## src/rtl/sparhixcel_pkg.sv

```systemverilog
// Shared array constants and types for the sparhixcel weight path.
// Holds the weight-vector type and the prefetch scheduler state encoding.
package sparhixcel_pkg;

  localparam int N_ROWS_ARRAY        = 9;
  localparam int F_WIDTH             = 8;
  localparam int WROM_ADDR_WIDTH     = 10;
  localparam int COUNTER_ROUND_WIDTH = 3;

  typedef logic [N_ROWS_ARRAY*F_WIDTH-1:0] weight_vec_t;

  typedef enum logic [1:0] {
    IDLE   = 2'd0,
    RUN    = 2'd1,
    FINISH = 2'd2
  } wps_state_t;

endpackage

```

## src/rtl/weight_prefetch_buffer.sv

```systemverilog
// Shadow/active weight register pair: ROM data lands in the shadow, and the
// shadow is promoted to the active register whenever the array can take it.
module weight_prefetch_buffer
  import sparhixcel_pkg::*;
#(
  parameter int VEC_W = $bits(weight_vec_t)
) (
  input  logic             clk_i,
  input  logic             rd_weight_rst,
  input  logic             capture,
  input  logic [VEC_W-1:0] capture_data,
  input  logic             consume,
  output logic             promote,
  output logic [VEC_W-1:0] weight,
  output logic             weight_valid,
  output logic             shadow_full
);

  logic [VEC_W-1:0] shadow;
  logic             consume_live;

  // A consume frees the active slot in the same cycle, so a waiting shadow
  // moves up without a bubble.
  assign promote      = shadow_full & (~weight_valid | consume);
  assign consume_live = consume & weight_valid;

  always_ff @(posedge clk_i or posedge rd_weight_rst) begin
    if (rd_weight_rst) begin
      shadow       <= '0;
      shadow_full  <= 1'b0;
      weight       <= '0;
      weight_valid <= 1'b0;
    end else begin
      if (capture) begin
        shadow <= capture_data;
      end
      shadow_full <= capture | (shadow_full & ~promote);

      if (promote) begin
        weight       <= shadow;
        weight_valid <= 1'b1;
      end else if (consume_live) begin
        weight_valid <= 1'b0;
      end
    end
  end

endmodule

```

## src/rtl/weight_prefetch_scheduler.sv

```systemverilog
// Sequences one weight-ROM read per round and double-buffers the result so
// the next round's fetch overlaps the array's use of the current one.
module weight_prefetch_scheduler
  import sparhixcel_pkg::*;
#(
  parameter int N_ROWS_ARRAY        = sparhixcel_pkg::N_ROWS_ARRAY,
  parameter int F_WIDTH             = sparhixcel_pkg::F_WIDTH,
  parameter int ADDR_WIDTH          = sparhixcel_pkg::WROM_ADDR_WIDTH,
  parameter int COUNTER_ROUND_WIDTH = sparhixcel_pkg::COUNTER_ROUND_WIDTH,
  parameter int ROM_LATENCY         = 1
) (
  input  logic                             clk_i,
  input  logic                             rd_weight_rst,
  input  logic                             start_i,
  input  logic [ADDR_WIDTH-1:0]            base_addr_i,
  input  logic [COUNTER_ROUND_WIDTH-1:0]   n_round_i,
  input  logic                             consume_i,
  output logic                             rom_rd_o,
  output logic [ADDR_WIDTH-1:0]            rom_addr_o,
  input  logic [N_ROWS_ARRAY*F_WIDTH-1:0]  rom_data_i,
  output logic [N_ROWS_ARRAY*F_WIDTH-1:0]  weight_o,
  output logic                             weight_valid_o,
  output logic [COUNTER_ROUND_WIDTH-1:0]   round_o,
  output logic                             busy_o,
  output logic                             done_o
);

  localparam int VEC_W = N_ROWS_ARRAY * F_WIDTH;

  wps_state_t                     state;
  logic [ADDR_WIDTH-1:0]          base;
  logic [COUNTER_ROUND_WIDTH-1:0] n_round;
  logic [COUNTER_ROUND_WIDTH-1:0] issued;
  logic [COUNTER_ROUND_WIDTH-1:0] promoted;
  logic [COUNTER_ROUND_WIDTH-1:0] consumed;
  logic [COUNTER_ROUND_WIDTH-1:0] consumed_next;
  logic [ROM_LATENCY-1:0]         inflight;

  logic issue;
  logic capture;
  logic consume_run;
  logic consume_live;
  logic promote;
  logic shadow_full;

  // Only one read may be outstanding and the shadow must be free to receive it.
  assign issue = (state == RUN) & ~shadow_full & ~(|inflight) & (issued < n_round);
  assign capture = inflight[ROM_LATENCY-1];

  assign consume_run   = consume_i & (state == RUN);
  assign consume_live  = consume_run & weight_valid_o;
  assign consumed_next = consumed + 1'b1;

  assign rom_rd_o   = issue;
  assign rom_addr_o = base + ADDR_WIDTH'(issued);

  weight_prefetch_buffer #(
    .VEC_W (VEC_W)
  ) u_buffer (
    .clk_i         (clk_i),
    .rd_weight_rst (rd_weight_rst),
    .capture       (capture),
    .capture_data  (rom_data_i),
    .consume       (consume_run),
    .promote       (promote),
    .weight        (weight_o),
    .weight_valid  (weight_valid_o),
    .shadow_full   (shadow_full)
  );

  always_ff @(posedge clk_i or posedge rd_weight_rst) begin
    if (rd_weight_rst) begin
      state    <= IDLE;
      base     <= '0;
      n_round  <= '0;
      issued   <= '0;
      promoted <= '0;
      consumed <= '0;
      inflight <= '0;
      round_o  <= '0;
      busy_o   <= 1'b0;
      done_o   <= 1'b0;
    end else begin
      // The in-flight tracker marks the cycle the ROM word becomes valid.
      inflight[0] <= issue;
      for (int i = 1; i < ROM_LATENCY; i++) begin
        inflight[i] <= inflight[i-1];
      end

      done_o <= (state == FINISH);

      if (issue) begin
        issued <= issued + 1'b1;
      end
      if (promote) begin
        round_o  <= promoted;
        promoted <= promoted + 1'b1;
      end
      if (consume_live) begin
        consumed <= consumed_next;
      end

      case (state)
        IDLE: begin
          if (start_i) begin
            base     <= base_addr_i;
            n_round  <= n_round_i;
            issued   <= '0;
            promoted <= '0;
            consumed <= '0;
            if (n_round_i != '0) begin
              state  <= RUN;
              busy_o <= 1'b1;
            end else begin
              state  <= FINISH;
            end
          end
        end
        RUN: begin
          if (consume_live && (consumed_next == n_round)) begin
            state  <= FINISH;
            busy_o <= 1'b0;
          end
        end
        FINISH: begin
          state <= IDLE;
        end
        default: begin
          state  <= IDLE;
          busy_o <= 1'b0;
        end
      endcase
    end
  end

endmodule

```

## config.mk

```make
export PLATFORM = sky130hd
export DESIGN_NAME = weight_prefetch_scheduler
export DESIGN_NICKNAME = d
export VERILOG_FILES = /design/src/rtl/sparhixcel_pkg.sv /design/src/rtl/weight_prefetch_buffer.sv /design/src/rtl/weight_prefetch_scheduler.sv
export SDC_FILE = /design/constraint.sdc
export NUM_CORES = 1
export LEC_CHECK = 0
export CAP_MARGIN = 0
export CORE_UTILIZATION = 53
export CTS_BUF_LIST = sky130_fd_sc_hd__clkbuf_16
export CTS_CLUSTER_DIAMETER = 150
export DETAILED_ROUTE_END_ITERATION = 8
export DONT_BUFFER_PORTS = 1
export GPL_TIMING_DRIVEN = 0
export PLACE_DENSITY = 0.73
export SYNTH_ARGS = -nofsm -noshare
export SYNTH_HDL_FRONTEND = slang
export SYNTH_SLANG_ARGS = --single-unit
```

## constraint.sdc

```tcl
create_clock -name clk_i -period 6.55 [get_ports clk_i]
set_clock_uncertainty 0.05 [all_clocks]
set_input_delay 0.655 -clock clk_i [delete_from_list [all_inputs] [get_ports clk_i]]
set_output_delay 0.655 -clock clk_i [all_outputs]
set_load 0.1 [all_outputs]
```

==> summary.md <==
| Metric | Value |
|---|---|
| Fin cells | `650` |
| Gr usage total | `0.1936` |
| Sink Count | `about 180` |
| Worst r2r path cells | `5` |
| Asr flop ratio synth | `1.000` |
| Post-synthesis net count | `around 540` |
| Setup CP Type | `flip-flop to output pin` |
| Routed len/inst | `about 19 um` |
| N_diodes | `0` |
| Nets | `563` |
| Synth top area cells | `dfrtp_1, mux2_2, mux2_1` |
| DR vias/cell | `between 5 and 6` |
| Pre-CTS setup slack | `3.114 ns` |
| Final setup fails | `0` |
| Yosys Warn Count | `0` |
| GRT overflow | `0` |
| Dominant synthesized flop cell | `dfrtp_1` |
| Setup ws final | `~2.7 ns` |
| Tcrit/Tclk final | `0.5884` |
| Reg2reg setup slack | `roughly 4.0 ns` |
| Slew @ Worst Pin | `about 1.3 ns` |
| Worst Hold Class | `input port to async pin` |
| Netlist cell types | `38` |
| Root buffer cell | `clkbuf_16` |
| CTS resizes | `0` |
| Worst-Skew Late Latency | `0.42 ns` |
| Vias | `roughly 3600` |
| Post-synth EDFFs | `0` |
| Synthesized cell area | `approximately 7000 um2` |
| Number of fill cells | `about 1000` |
| Startpoint types | `flip-flop` |
| Initial Utilization | `0.5463` |
| Cts hold-fix bufs | `0` |
| RSZ-0062 raised after global routing | `no` |
| Largest net degree at the start of global routing | `99` |
| I/O Buffers | `0` |
| H-tree Lvls | `4` |
| Global-route wire length before repair | `between 15 and 20 mm` |
| Max clock buf depth | `2` |
| WP data required | `about 5.8 ns` |
| Seq cells post-synth | `roughly 180` |
| Drt drc | `0` |
| Footprint of the multi-input gates | `between 2000 and 2500 um2` |
| Outcome | `completed` |
| CP top delay family | `XOR/XNOR gates` |
| Count leader, synth | `dfrtp_1` |
| Cell Rows | `41` |
| Sequential-to-total area share from yosys stat | `0.6337` |
| Core Util, Final | `0.6160` |
| Count of final max-slew check failures | `0` |
| Final Hold Fails | `0` |
| Worst-path clk slew | `around 0.06 ns` |
| Reg2reg start | `issued[1]$_DFF_PP0_` |
| R2r endpoint | `issued[0]$_DFF_PP0_` |
| Placed cells | `618` |
| Critical path's largest stage delay | `roughly 0.94 ns` |
| CTS tree | `done` |
| Share of the synthesized area in the top cell type | `0.6337` |
| Area grow syn2layout | `12.75%` |
| Antenna viol nets, final | `0` |
| Buf/Inv on CP | `1` |
| Final wirelength | `approximately 13 mm` |
| GPL Wtd Cong | `approximately 0.76` |
| Area leader, netlist | `dfrtp_1` |
| Relative slew slack | `0.1605` |
| Arr. time, crit path | `3.15 ns` |
| Syn Area/Cell | `between 15 and 20 um2` |
| Layout cells sized above 1 | `0.4310` |
| Crit path time final | `between 3 and 4 ns` |
| Cell Chain, Critical Path | `ha_1 -> inv_1 -> fa_1 -> nor2b_1 -> o21ai_0 -> nor3_1 -> xor2_2` |
| Die Y | `approximately 120 um` |
| Die X | `about 120 um` |
| FF/Latch Area | `roughly 4400 um2` |
| # IOs | `178` |
| Detailed Place HPWL | `about 8.9 mm` |
| Initial antenna violation count | `0` |
| CP max stage cell | `xor2_2` |
| Max Cap Viol | `0` |
| Die area | `roughly 14000 um2` |
| Top post-synthesis cells by count | `dfrtp_1, mux2_2, mux2_1` |
| Hold_ws | `about 0.098 ns` |
| DR iter-0 viols | `~160` |
| Mapped Cells | `~450` |
| Crit Path Max Fanout | `4` |
| Post-CTS repair timing setup buffer count | `0` |
| Core area | `between 10000 and 15000 um2` |
| Detailed Routing Iterations Pass 1 | `4` |
| Vias in the first global route | `approximately 3800` |
| CTS Buf Count | `17` |
| Peak Freq | `259.5 MHz` |
| Critical Path End Type | `output pin` |
-- layout by cell type, fill, tap and decap left out, types with 4 or more instances in the layout --
| cell | instances |
|---|---|
| mux2_2 | 148 |
| nor2_1 | 8 |
| ha_1 | 8 |
| xnor2_2 | 5 |
| o21ai_0 | 7 |
| clkbuf_16 | 17 |
| xnor2_1 | 4 |
| nand2_1 | 8 |
| buf_4 | 6 |
| buf_2 | 9 |
| mux2_1 | 10 |
| dfrtp_1 | 176 |
| inv_1 | 12 |
-- logic make-up (layout without fill, tap and decap cells) --
group           Yosys count  count (layout)  synth area share
compound gates           21              21           0.02214
xor+xnor                 14              14           0.01764
fa+ha+maj                 9               9           0.01728
buf+inv                  28              61           0.02268
flops                   176             176            0.6337
mux                     160             160            0.2589
simple gates             37              37           0.02772
-- flip-flops by register name, indices dropped and copies added (netlist names), 2 cells and up --
name and cells:
base 10, consumed 3, issued 3, n_round 3, promoted 3, round_o 3, state 2, u_buffer.shadow 72
u_buffer.weight 72
-- stage by stage --
step | setup TNS (ns) | instance area [um2]
2_1_floorplan | 0 | 6950
3_3_place_gp | -62.13 | 7166
3_5_place_dp | 0 | 7256
4_1_cts | 0 | 7836
5_1_grt | 0 | 7836
6_report | 0 | 7836
-- metal layers --
layer	vias up	GRT usage	part of all wire
met5	-	0	0
met4	0	0.08547	0.019
met1	1834	0.2313	0.39
met3	17	0.07628	0.092
li1	1592	-	-
met2	120	0.3108	0.50
-- layout make-up --
class | count | share of cell area
inverters | 9 | 0.005269
well taps | 172 | 0.02746
repair buffers | 1 | 0.003513
multi-input cells | 241 | 0.3118
clock buffers | 17 | 0.05429
clock inverters | 15 | 0.01980
flip-flops and latches | 176 | 0.5620
plain buffers | 19 | 0.01581
-- worst max path at each step --
stage / start / to / slack (ns) / cells after the start
6_report: issued[0]$_DFF_PP0_ / rom_addr_o[8] / 2.70 / 7
5_1_grt: issued[0]$_DFF_PP0_ / rom_addr_o[8] / 2.51 / 7
4_1_cts: issued[0]$_DFF_PP0_ / rom_addr_o[8] / 2.66 / 7
3_5_place_dp: issued[0]$_DFF_PP0_ / rom_addr_o[8] / 3.11 / 7
3_3_place_gp: rd_weight_rst / u_buffer.weight[53]$_DFFE_PP0P_ / -0.36 / 1
2_1_floorplan: rd_weight_rst / base[0]$_DFFE_PP0P_ / 1.07 / 1
Power is not shown: default switching activity piles up to over one toggle a cycle in this logic, so the estimate is an artifact.
